File: src/rtl/univ_reg_ctr.sv
// Universal shift register / up-down counter with per-bit preset and cen-qualified actions.
// Optional `USE_CEN_EDGE_EN: actions fire once per cen rising edge instead of every clk with cen high.
module univ_reg_ctr #(
  parameter int unsigned W = 4
) (
  input  logic         clk,
  input  logic         clrn,
  input  logic         rst_n,
  input  logic         cen,
  input  logic [2:0]   mode,
  input  logic [W-1:0] din,
  input  logic         sri,
  input  logic         sli,
  input  logic [W-1:0] setn,
  output logic [W-1:0] q,
  output logic [W-1:0] qn,
  output logic         tc,
  output logic         rco
);

  typedef enum logic [2:0] {
    MODE_HOLD = 3'b000,
    MODE_SHR  = 3'b001,
    MODE_SHL  = 3'b010,
    MODE_LOAD = 3'b011,
    MODE_UP   = 3'b100,
    MODE_DOWN = 3'b101,
    MODE_RSV6 = 3'b110,
    MODE_RSV7 = 3'b111
  } mode_e;

  localparam logic [W-1:0] ONE = {{(W-1){1'b0}}, 1'b1};

  mode_e        op;
  logic         en;
  logic [W-1:0] q_q, q_d, qn_q;
  logic [W-1:0] mode_res;

  assign op = mode_e'(mode);

`ifdef USE_CEN_EDGE_EN
  // last_cen resets high so a cen already asserted at reset release must drop before firing.
  logic last_cen_q;

  always_ff @(posedge clk or negedge clrn) begin
    if (!clrn) begin
      last_cen_q <= 1'b1;
    end else if (!rst_n) begin
      last_cen_q <= 1'b1;
    end else begin
      last_cen_q <= cen;
    end
  end

  assign en = cen & ~last_cen_q;
`else
  assign en = cen;
`endif

  always_comb begin
    mode_res = q_q;
    if (en) begin
      case (op)
        MODE_SHR:  mode_res = {sri, q_q[W-1:1]};
        MODE_SHL:  mode_res = {q_q[W-2:0], sli};
        MODE_LOAD: mode_res = din;
        MODE_UP:   mode_res = q_q + ONE;
        MODE_DOWN: mode_res = q_q - ONE;
        default:   mode_res = q_q;
      endcase
    end
    // Preset bits override the mode result bit by bit; untouched bits still advance.
    q_d = mode_res | ~setn;
  end

  always_ff @(posedge clk or negedge clrn) begin
    if (!clrn) begin
      q_q  <= '0;
      qn_q <= '1;
    end else if (!rst_n) begin
      q_q  <= '0;
      qn_q <= '1;
    end else begin
      q_q  <= q_d;
      qn_q <= ~q_d;
    end
  end

  assign q   = q_q;
  assign qn  = qn_q;
  assign tc  = ((op == MODE_UP) && (&q_q)) || ((op == MODE_DOWN) && (~|q_q));
  assign rco = tc & en;

endmodule

File: config.mk
export PLATFORM = sky130hd
export DESIGN_NAME = univ_reg_ctr
export DESIGN_NICKNAME = d
export VERILOG_FILES = /design/src/rtl/univ_reg_ctr.sv
export SDC_FILE = /design/constraint.sdc
export NUM_CORES = 1
export LEC_CHECK = 0
export CAP_MARGIN = 5
export CORE_MARGIN = 2
export CORE_UTILIZATION = 41
export DETAILED_ROUTE_END_ITERATION = 7
export PLACE_DENSITY_LB_ADDON = 0.1
export SYNTH_ARGS = -nofsm -noshare
export SYNTH_HDL_FRONTEND = slang
export SYNTH_SLANG_ARGS = --single-unit
File: constraint.sdc
create_clock -name clk -period 1.8 [get_ports clk]
set_input_delay 0.27 -clock clk [delete_from_list [all_inputs] [get_ports clk]]
set_output_delay 0.27 -clock clk [all_outputs]
set_load 0.05 [all_outputs]
==> results of run 1 <==
worst max path at each step:
stage,to,slack [ns],depth (start not counted)
floorplan,rco,-0.16,5
global placement,qn[3]$_DFF_PN1_,-0.36,8
detailed placement,qn[3]$_DFF_PN1_,-0.38,8
CTS,rco,0.004,5
global route,rco,-0.1,5
finish,rco,0.02,5
cell families (layout without fill, tap and decap cells):
kind of cell               Yosys count  after routing  share of synthesized area (%)
AOI/OAI and AO/OA                   22             22                          28.10
xor gates and xnor gates             2              2                          2.714
adders and majority gates            2              2                          3.875
buffers and inverters                7             51                          5.815
DFF                                  8              8                          31.78
muxes                                4              4                          6.783
and+or+nand+nor                     21             21                          20.93
worst max-delay path, cell delays in order, from the launching register on:
cell     delay, ns
dfrtp_2       0.42
nor4_2        0.28
nand2_1       0.13
a21oi_4       0.14
and2_4        0.16
buf_12        0.13
routing by layer:
metal  GRT usage (%)  routed length (um)
met1           26.56                 778
met2           33.24                 973
met3           9.583                 152
met4           6.061                  21
met5               0                   0
cell type report:
| class | count | area, sq um | area share [%] |
|---|---|---|---|
| Multi-Input combinational cell | 51 | 449.2 | 40.11 |
| Timing Repair Buffer | 44 | 402.9 | 35.98 |
| Sequential cell | 8 | 210.2 | 18.77 |
| Clock buffer | 4 | 26.28 | 2.346 |
| Tap cell | 16 | 20.02 | 1.788 |
| Inverter | 3 | 11.26 | 1.006 |
cells in the mapped netlist (all sizes together) (3+ instances only):
master	count	area share [%]
a21oi	3	2.3
a22oi	3	3.5
inv	3	1.7
dfrtp	4	16
dfstp	4	16
mux2	3	5.2
nor2b	3	2.9
nand2	5	2.9
and2	3	2.9
a31oi	3	2.9
flip-flops by register name, indices dropped and copies added (netlist names):
register and flops:
qn 4, q 4
metrics by stage:
step | utilization (%) | worst slack [ns] | std cells
global route | 75.21 | -0.09556 | 126
floorplan | - | -0.1625 | 66
detailed placement | 66.39 | -0.3834 | 111
CTS | 73.36 | 0.003720 | 123
finish | 75.21 | 0.02411 | 126
global placement | 66.39 | -0.3619 | 111
power by group:
group | internal (mW) | switching [mW] | leakage [nW]
Combinational | 0.140 | 0.157 | 0.377
Sequential | 0.203 | 0.0142 | 0.0872
Clock | 0.0847 | 0.0600 | 0.0150
timing repair:
| action | in CTS | in global routing |
|---|---|---|
| resized for setup | 10 | 2 |
| setup endpoints to repair | 5 | 3 |
| setup buffers | 8 | 3 |
| pin swaps | 2 | 1 |
==> results.toml, run 1 <==
[cells_and_area]
drive_gt1_share_pct = 46.36
area_growth_pct = 73.45
fillerInstances = 113
final_common_cell = "buf_4"
final_cell_mix = "23 x buf_4, 13 x clkdlybuf4s50_1, 5 x nand2_1, 4 x dfrtp_2, 4 x dfstp_2"
antennaDiodeCount = 0
nets = 130
final_area_sq_um = 1120

[critical_path]
rrSetupSlack_ns = 0.09
startpoint = "q[0]$_DFF_PN0_"
worst_setup_path_start_kind = "flop"
cp-end-kind = "primary output"
path_class = "reg2out"
cp.required_ns = 1.53
cp_max_fo = 2
reg2reg_depth = 7
reg2reg_to = "q[2]$_DFF_PN0_"
rr_startpoint = "q[1]$_DFF_PN0_"
critPathArrivalTime_ns = 1.51

[synthesis]
synth_nets = 85
synth_edf_count = 0
synth_flop_cell = "dfstp_2"
async_reset_ff_share_pct = 100.0
syn-cell-area_sq_um = 645.6
ys_seq_area_share_pct = 31.78
ys_warn_count = 0
synth.distinct_cells = 37
syn_avg_cell_area_sq_um = 9.782
synth_cells = 66
synth_seq_cells = 8

[die]
die_y_um = 43.68
dieArea_sq_um = 1908
core_area_sq_um = 1489
start_util_pct = 43.36
fp-row-count = 14
ios = 27
die_x_um = 43.68

[cts]
cts_max_level = 1
cts.path.max_buffers = 2
clock-sinks = 8
cts_tree = "yes"
insertion_delay_ns = 0.25
clkTransAtPathRegs_ns = 0.05
cts_made_buffers = 3
postCtsHoldBufs = 0
root_buffer = "clkbuf_4"

[pwr]
powerDensity_nw_per_um2 = 588.3
p_total_mw = 0.6588
peakVddDrop_mv = 0.7256
leakage_nw = 0.4788

[sta]
whs_ns = 0.2840
worst_pin_slew_ns = 0.3393
slew_viol_final = 0
period_share_pct = 98.66
rsz0062_at_grt = "yes"
fin_setup_tns_ns = 0
clock-skew-final_ns = 0.004660
final-setup-viol-count = 0
timing.slew.headroom_pct = 77.31
period_minus_slack_ns = 1.776
max_freq_mhz = 563.1
hold_viol = 0

[place]
io_buffers = 26
place_congestion = 0.8180
dp_hpwl_um = 1279
placed_area_sq_um = 988.4

[grt]
grt_usage_pct = 21.31
grt-ovfl-total = 0
grt_max_degree = 11
grt_pass1_vias = 656
antenna_found_initial = 0
grt_pass1_wl_um = 2967

[routing]
num_vias = 740
antenna_left = 0
wire_per_inst_um = 15.29
drt-total-wl_um = 1926
drt-initial-drc-count = 27
drc = 0
routed_via_density = 5.873
drt-pass1-iter-count = 4

[flow_run]
drv_cap = 0

[status]
status = "finished clean"

[worst_hold_path]
hold_class = "in2async"
(Power assumes the default switching activity.)
==> inputs of run 2 (changes only) <==
--- a/config.mk
+++ b/config.mk
@@ -10,6 +10,7 @@
 export CORE_UTILIZATION = 41
 export DETAILED_ROUTE_END_ITERATION = 7
 export PLACE_DENSITY_LB_ADDON = 0.1
+export SLEW_MARGIN = 20
 export SYNTH_ARGS = -nofsm -noshare
 export SYNTH_HDL_FRONTEND = slang
 export SYNTH_SLANG_ARGS = --single-unit
==> results of run 2 <==
The final DEF is identical to that of run 1; final timing and power are the same.
